`config.mk`:
```
export PLATFORM = sky130hd
export DESIGN_NAME = imem_loader_flat
export DESIGN_NICKNAME = d
export VERILOG_FILES = /design/src/rtl/cpu_pkg.sv /design/src/rtl/imem_loader_if.sv /design/src/rtl/imem_loader_word_packer.sv /design/src/rtl/imem_loader.sv /design/src/flat_wrapper.sv
export SDC_FILE = /design/constraint.sdc
export NUM_CORES = 1
export LEC_CHECK = 0
export CAP_MARGIN = 10
export CORE_ASPECT_RATIO = 0.9
export CORE_MARGIN = 2
export CORE_UTILIZATION = 49
export DETAILED_ROUTE_END_ITERATION = 16
export HOLD_SLACK_MARGIN = 0.02
export PLACE_DENSITY = 0.83
export SLEW_MARGIN = 20
export SYNTH_ARGS = -nofsm -noshare
export SYNTH_HDL_FRONTEND = slang
export SYNTH_SLANG_ARGS = --single-unit
```
`constraint.sdc`:
```
create_clock -name clk -period 2.6 [get_ports clk]
set_input_delay 0.65 -clock clk [delete_from_list [all_inputs] [get_ports clk]]
set_output_delay 0.65 -clock clk [all_outputs]
set_load 0.01 [all_outputs]
```
`src/rtl/cpu_pkg.sv`:
```
// Shared CPU definitions: datapath widths, loader state encoding and payload types.
package cpu_pkg;

  localparam int unsigned DATA_W     = 32;
  localparam int unsigned WORD_BYTES = 4;
  localparam int unsigned BYTE_W     = 8;
  localparam int unsigned CNT_W      = 16;

  typedef enum logic [2:0] {
    IDLE,
    HDR0,
    HDR1,
    DATA,
    WRITE,
    DONE,
    ERR
  } loader_state_e;

  // One instruction-memory write: byte address plus word.
  typedef struct packed {
    logic [DATA_W-1:0] addr;
    logic [DATA_W-1:0] data;
  } mem_wr_t;

  // Byte address of word idx relative to base; wraps modulo 2^32.
  function automatic logic [DATA_W-1:0] word_addr(input logic [DATA_W-1:0] base,
                                                   input logic [CNT_W-1:0]  idx);
    return base + (DATA_W'(idx) << $clog2(WORD_BYTES));
  endfunction

endpackage

```
`src/rtl/imem_loader_if.sv`:
```
// Byte-stream input and instruction-memory write port of the program loader.
interface imem_loader_if;
  import cpu_pkg::*;

  logic              in_valid;
  logic [BYTE_W-1:0] in_data;
  logic              in_ready;
  logic              MemWrite;
  logic [DATA_W-1:0] address;
  logic [DATA_W-1:0] write_data;

  // Host side: drives the byte stream, observes memory writes.
  modport master (
    output in_valid, in_data,
    input  in_ready, MemWrite, address, write_data
  );

  // Loader side.
  modport slave (
    input  in_valid, in_data,
    output in_ready, MemWrite, address, write_data
  );
endinterface

```
`src/rtl/imem_loader_word_packer.sv`:
```
// Assembles four accepted bytes into a little-endian 32-bit word.
module word_packer
  import cpu_pkg::*;
(
  input  logic              clk,
  input  logic              reset,
  input  logic              clear_i,
  input  logic              accept_i,
  input  logic [BYTE_W-1:0] byte_i,
  output logic              word_full_c,
  output logic [DATA_W-1:0] word_c
);

  localparam int unsigned IDX_W = $clog2(WORD_BYTES);
  localparam int unsigned SH_W  = DATA_W - BYTE_W;

  logic [SH_W-1:0]  shift_q;
  logic [IDX_W-1:0] cnt_q;

  // Newest byte enters at the top, so the first byte ends up as the LSB.
  assign word_c      = {byte_i, shift_q};
  assign word_full_c = accept_i && (cnt_q == IDX_W'(WORD_BYTES - 1));

  // Shift register and byte position.
  always_ff @(posedge clk or negedge reset) begin
    if (!reset) begin
      shift_q <= '0;
      cnt_q   <= '0;
    end else if (clear_i) begin
      shift_q <= '0;
      cnt_q   <= '0;
    end else if (accept_i) begin
      shift_q <= word_c[DATA_W-1:BYTE_W];
      cnt_q   <= cnt_q + IDX_W'(1);
    end
  end

endmodule

```
`src/rtl/imem_loader.sv`:
```
// Program loader: header count, then words streamed into instruction memory
// while the CPU is held in reset.
module imem_loader
  import cpu_pkg::*;
#(
  parameter logic [DATA_W-1:0] BASE_ADDR = 32'h0000_0000,
  parameter int unsigned       MAX_WORDS = 256
) (
  input  logic   clk,
  input  logic   reset,
  input  logic   start,
  imem_loader_if.slave bus,
  output logic   cpu_hold,
  output logic   done,
  output logic   error
);

  loader_state_e     state_q, state_d;
  logic [BYTE_W-1:0] hdr_lo_q, hdr_lo_d;
  logic [CNT_W-1:0]  count_q, count_d;
  logic [CNT_W-1:0]  idx_q, idx_d;
  mem_wr_t           wr_q, wr_d;
  logic              mem_write_q, mem_write_d;
  logic              in_ready_q, in_ready_d;
  logic              cpu_hold_q, cpu_hold_d;
  logic              done_q, done_d;
  logic              error_q, error_d;

  logic              accept_c;
  logic              pk_clear_c;
  logic              pk_accept_c;
  logic              word_full_c;
  logic [DATA_W-1:0] word_c;
  logic [CNT_W-1:0]  hdr_count_c;

  assign accept_c    = bus.in_valid && in_ready_q;
  assign pk_accept_c = accept_c && (state_q == DATA);
  assign hdr_count_c = {bus.in_data, hdr_lo_q};

  word_packer u_packer (
    .clk         (clk),
    .reset       (reset),
    .clear_i     (pk_clear_c),
    .accept_i    (pk_accept_c),
    .byte_i      (bus.in_data),
    .word_full_c (word_full_c),
    .word_c      (word_c)
  );

  // State register.
  always_ff @(posedge clk or negedge reset) begin
    if (!reset) state_q <= IDLE;
    else        state_q <= state_d;
  end

  // Next-state, datapath next values and registered output levels.
  always_comb begin
    state_d    = state_q;
    hdr_lo_d   = hdr_lo_q;
    count_d    = count_q;
    idx_d      = idx_q;
    wr_d       = wr_q;
    pk_clear_c = 1'b0;

    case (state_q)
      IDLE, DONE, ERR: begin
        if (start) begin
          state_d    = HDR0;
          idx_d      = '0;
          pk_clear_c = 1'b1;
        end
      end
      HDR0: begin
        if (accept_c) begin
          hdr_lo_d = bus.in_data;
          state_d  = HDR1;
        end
      end
      HDR1: begin
        if (accept_c) begin
          count_d = hdr_count_c;
          if (hdr_count_c == '0)                   state_d = DONE;
          else if (32'(hdr_count_c) > MAX_WORDS)   state_d = ERR;
          else                                     state_d = DATA;
        end
      end
      DATA: begin
        if (word_full_c) begin
          wr_d    = '{addr: word_addr(BASE_ADDR, idx_q), data: word_c};
          state_d = WRITE;
        end
      end
      WRITE: begin
        idx_d = idx_q + CNT_W'(1);
        if ((idx_q + CNT_W'(1)) < count_q) state_d = DATA;
        else                               state_d = DONE;
      end
      default: state_d = IDLE;
    endcase

    mem_write_d = (state_d == WRITE);
    in_ready_d  = (state_d == HDR0) || (state_d == HDR1) || (state_d == DATA);
    cpu_hold_d  = (state_d != DONE);
    done_d      = (state_d == DONE);
    error_d     = (state_d == ERR);
  end

  // Datapath and output registers.
  always_ff @(posedge clk or negedge reset) begin
    if (!reset) begin
      hdr_lo_q    <= '0;
      count_q     <= '0;
      idx_q       <= '0;
      wr_q        <= '{addr: BASE_ADDR, data: '0};
      mem_write_q <= 1'b0;
      in_ready_q  <= 1'b0;
      cpu_hold_q  <= 1'b1;
      done_q      <= 1'b0;
      error_q     <= 1'b0;
    end else begin
      hdr_lo_q    <= hdr_lo_d;
      count_q     <= count_d;
      idx_q       <= idx_d;
      wr_q        <= wr_d;
      mem_write_q <= mem_write_d;
      in_ready_q  <= in_ready_d;
      cpu_hold_q  <= cpu_hold_d;
      done_q      <= done_d;
      error_q     <= error_d;
    end
  end

  assign bus.in_ready   = in_ready_q;
  assign bus.MemWrite   = mem_write_q;
  assign bus.address    = wr_q.addr;
  assign bus.write_data = wr_q.data;
  assign cpu_hold       = cpu_hold_q;
  assign done           = done_q;
  assign error          = error_q;

endmodule

```
`src/flat_wrapper.sv`:
```
// flat-port wrapper written by rule: the top's interface ports become plain ports
module imem_loader_flat import cpu_pkg::*;
#(
  parameter logic [DATA_W-1:0] BASE_ADDR = 32'h0000_0000,
  parameter int unsigned       MAX_WORDS = 256
)
  (clk, reset, start, cpu_hold, done, error, bus_in_valid, bus_in_data, bus_in_ready, bus_MemWrite, bus_address, bus_write_data);
  imem_loader_if bus_i ();
  input  logic clk;
  input  logic reset;
  input  logic start;
  output logic cpu_hold;
  output logic done;
  output logic error;
  input wire logic [$bits(bus_i.in_valid)-1:0] bus_in_valid;
  input wire logic [$bits(bus_i.in_data)-1:0] bus_in_data;
  output wire logic [$bits(bus_i.in_ready)-1:0] bus_in_ready;
  output wire logic [$bits(bus_i.MemWrite)-1:0] bus_MemWrite;
  output wire logic [$bits(bus_i.address)-1:0] bus_address;
  output wire logic [$bits(bus_i.write_data)-1:0] bus_write_data;
  assign bus_i.in_valid = bus_in_valid;
  assign bus_i.in_data = bus_in_data;
  assign bus_in_ready = bus_i.in_ready;
  assign bus_MemWrite = bus_i.MemWrite;
  assign bus_address = bus_i.address;
  assign bus_write_data = bus_i.write_data;
  imem_loader #(.BASE_ADDR(BASE_ADDR), .MAX_WORDS(MAX_WORDS)) u_core (.clk(clk), .reset(reset), .start(start), .bus(bus_i), .cpu_hold(cpu_hold), .done(done), .error(error));
endmodule
```
==> flow_summary.yaml <==
clock_tree:
  clk_pin_slew_worst_paths_ns: 0.06
  cts.sinks: 122
  clk_path_buf_depth: 2
  cts_tree: "yes"
  insertion_delay_ns: 0.42
  cts_hold_buf: 0
  numCtsBuffers: 17
  cts_root_buf: "clkbuf_16"
  htreeDepth: 4
drt:
  route.met3.wl_mm: 1.102
  vias: 4626
  drc: 0
  route.detailed.wl_per_inst_um: 18.59
  wl_met1_mm: 6.263
  dr.max_layer_used: "met4"
  firstDrtPassIters: 6
  drt_wl_total_mm: 15.32
  dr.first_iter.drc_count: 385
  wl_met2_mm: 7.596
  ant_nets: 0
  viasPerCell: 5.614
floorplan:
  coreArea_sq_um: 11340
  die_width_um: 117.0
  io_pins: 81
  rows: 37
  die_y_um: 105.7
  start_util_pct: 49.69
  fp.dieArea_sq_um: 12380
timing:
  clock.fmax_mhz: 343.0
  period_share_pct: 112.1
  fin_hold_ws_ns: 0.2492
  tightest_slew_ns: 0.6549
  hold_violations: 0
  rsz0062_at_grt: "true"
  slew_headroom_pct: 56.34
  setup_slack_ns: -0.3155
  setup_viol: 7
  fin_crit_ns: 2.916
  fin_worst_skew_ns: 0.009356
  drv_slew: 0
placement:
  dp_slack_ns: -0.1899
  place_congestion: 0.9050
  dp_hpwl_mm: 9.047
  io_buffers: 64
pwr:
  intPower_mw: 4.530
  combPwrFrac_pct: 23.3
  p_leak_nw: 3.625
  clkPwrFrac_pct: 38.5
  seq_power_share_pct: 38.2
  power_density_nw_per_um2: 861.9
  ir_worst_vdd_v: 0.0005353
  switching_share_pct: 31.63
  p_sw_mw: 2.096
critical_path:
  worstPathArrival_ns: 3.24
  cp_cell_sequence: "buf_6 -> nand4_1 -> nor4_4 -> nand3_2 -> xnor2_2 -> ha_1 -> nand4_1 -> nor3_2 -> nor4_2 -> buf_4 -> nand4_1 -> a22oi_2"
  max_stage_delay_ns: 0.41
  critPathMostFrequentCell: "nand4_1"
  criticalPathCategory: "register to register"
  slowest_stage: "dfrtp_1"
  end_kind: "register"
  worstPathRequired_ns: 2.93
  start_kind: "register"
  r2r_slack_ns: -0.32
  path_max_fanout: 3
yosys:
  synth_top_cells_by_area: "dfrtp_1 (54%), mux2_2 (11%), nand2_1 (6.9%), ha_1 (3.8%), o21ai_0 (3.1%)"
  postSynthCellCount: 526
  synth-seq-area-share_pct: 54.20
  ys_warn_count: 0
  ys.flop_type: "dfrtp_1"
  synth_seq_cells: 122
  ys_async_sr_fraction_pct: 100.0
  synth.avg_cell_area_sq_um: 10.71
  netlist.area_leader.share_pct: 53.73
  synth-edff-count: 0
  synth_top_cell_by_area: "dfrtp_1"
  ys_types: 47
  synth_most_common_cell: "dfrtp_1"
  synth_commonest_cells: "dfrtp_1 (121), nand2_1 (103), mux2_2 (56)"
  netlist_area_sq_um: 5635
global_route:
  grtUsageTotal_pct: 25.61
  grt_pass1_vias: 4786
  grt_max_degree: 53
  overflow: 0
  grt_pass1_wl_mm: 24.18
  antenna_found_initial: 0
finish:
  antenna-diode-count: 0
  drive_gt1_share_pct: 29.64
  area_growth_pct: 36.41
  fin_nets: 684
  multi_input_area_sq_um: 2509
  n_fill_cell: 713
  register_area_sq_um: 3057
run:
  maxCapViolCount: 0
min_path:
  min_path_type: "input pin to asynchronous set/reset pin"
outcome:
  status: "complete, but fails checks"
  violations: "negative setup slack"
[cell families after synthesis]
| family | Yosys count | share of synthesized area, % |
|---|---|---|
| AOI/OAI and AO/OA | 92 | 9.503 |
| xor gates and xnor gates | 16 | 2.487 |
| adders and majority gates | 17 | 3.774 |
| buffers and inverters | 60 | 5.306 |
| DFF | 122 | 54.20 |
| muxes | 57 | 11.37 |
| other | 1 | 0.06654 |
| and+or+nand+nor | 161 | 13.30 |
[flip-flops by register name, summed over array words and instances, names as in the netlist, 2 cells and up]
| name | count |
|---|---|
| u_core.u_packer.shift_q | 24 |
| u_core.state_q | 3 |
| u_core.bus.address | 16 |
| u_core.count_q | 16 |
| u_core.u_packer.cnt_q | 2 |
| u_core.bus.write_data | 32 |
| u_core.hdr_lo_q | 8 |
| u_core.idx_q | 16 |
[metrics by stage]
step	power [mW]	utilization [%]	TNS (ns)	instance area (sq um)	instances
3_5_place_dp	3.895	59.15	-0.5820	6709	768
5_1_grt	6.905	67.78	-2.219	7687	824
6_report	6.626	67.78	-1.572	7687	824
4_1_cts	6.526	66.76	-0.1110	7572	819
3_3_place_gp	3.809	59.15	-0.04841	6709	768
2_1_floorplan	3.374	-	0	5707	541
[worst paths after layout]
path                                              from                endpoint  depth (start not counted)
worst max-delay path                   u_core.idx_q[8]            u_core.error                         12
worst min-delay path                             reset       u_core.count_q[1]                          1
worst min register to register  u_core.bus.address[15]  u_core.bus.address[15]                          1
worst max register to register         u_core.idx_q[8]            u_core.error                         12
min in group clk                u_core.bus.address[15]  u_core.bus.address[15]                          1
max in group asynchronous                        reset         u_core.idx_q[5]                          2
[cells in the final DEF, fill, tap and decap left out, drive strengths merged, types with 3 or more instances in the layout]
master           n
bufinv           4
xor2             9
inv             21
conb            16
nor2            13
and3             4
ha              17
mux2            56
o31ai            3
o21ai           35
nand4            4
nand2          103
clkbuf          19
xnor2            7
nand3            7
and2             3
a21oi           34
nand2b           5
nor4             6
buf             73
clkinvlp         3
clkinv           4
clkdlybuf4s50   63
dfrtp          121
nor3             9
[what timing repair did]
action / CTS / global route
gates cloned: 0 / 0
hold endpoints to repair: 0 / 0
resized for setup: 15 / 18
setup endpoints to repair: 6 / 7
pin swaps: 14 / 10
buffers inserted: 19 / 6
[worst max-delay path, delay by kind of cell (launching register included)]
| kind | cells | cell delay (ns) |
|---|---|---|
| DFF | 1 | 0.41 |
| AOI/OAI and AO/OA | 1 | 0.24 |
| xor gates and xnor gates | 1 | 0.17 |
| adders and majority gates | 1 | 0.31 |
| and+or+nand+nor | 7 | 1.38 |
| buffers and inverters | 2 | 0.30 |
[power groups by stage]
stage	clock [mW]	combinational, mW	sequential, mW
3_5_place_dp	0	1.36	2.53
3_3_place_gp	0	1.30	2.51
2_1_floorplan	0	0.929	2.45
4_1_cts	2.58	1.43	2.52
5_1_grt	2.67	1.67	2.56
6_report	2.55	1.54	2.53
[final cells by class]
type                       instances  share of cell area, %
tap                              156                  2.539
inverter                          19                 0.9277
clock inverter                    13                  2.490
sequential                       122                  39.76
timing repair buffer             136                  15.76
clock buffer                      19                  5.892
multi-input combinational        359                  32.63
[per-layer routing]
metal | track usage (%) | vias to the layer above
li1 | - | 2037
met4 | 10.42 | 0
met3 | 6.498 | 48
met2 | 41.33 | 252
met5 | 0 | -
met1 | 32.91 | 2289
Note: power is estimated with default switching activity, not from simulation.
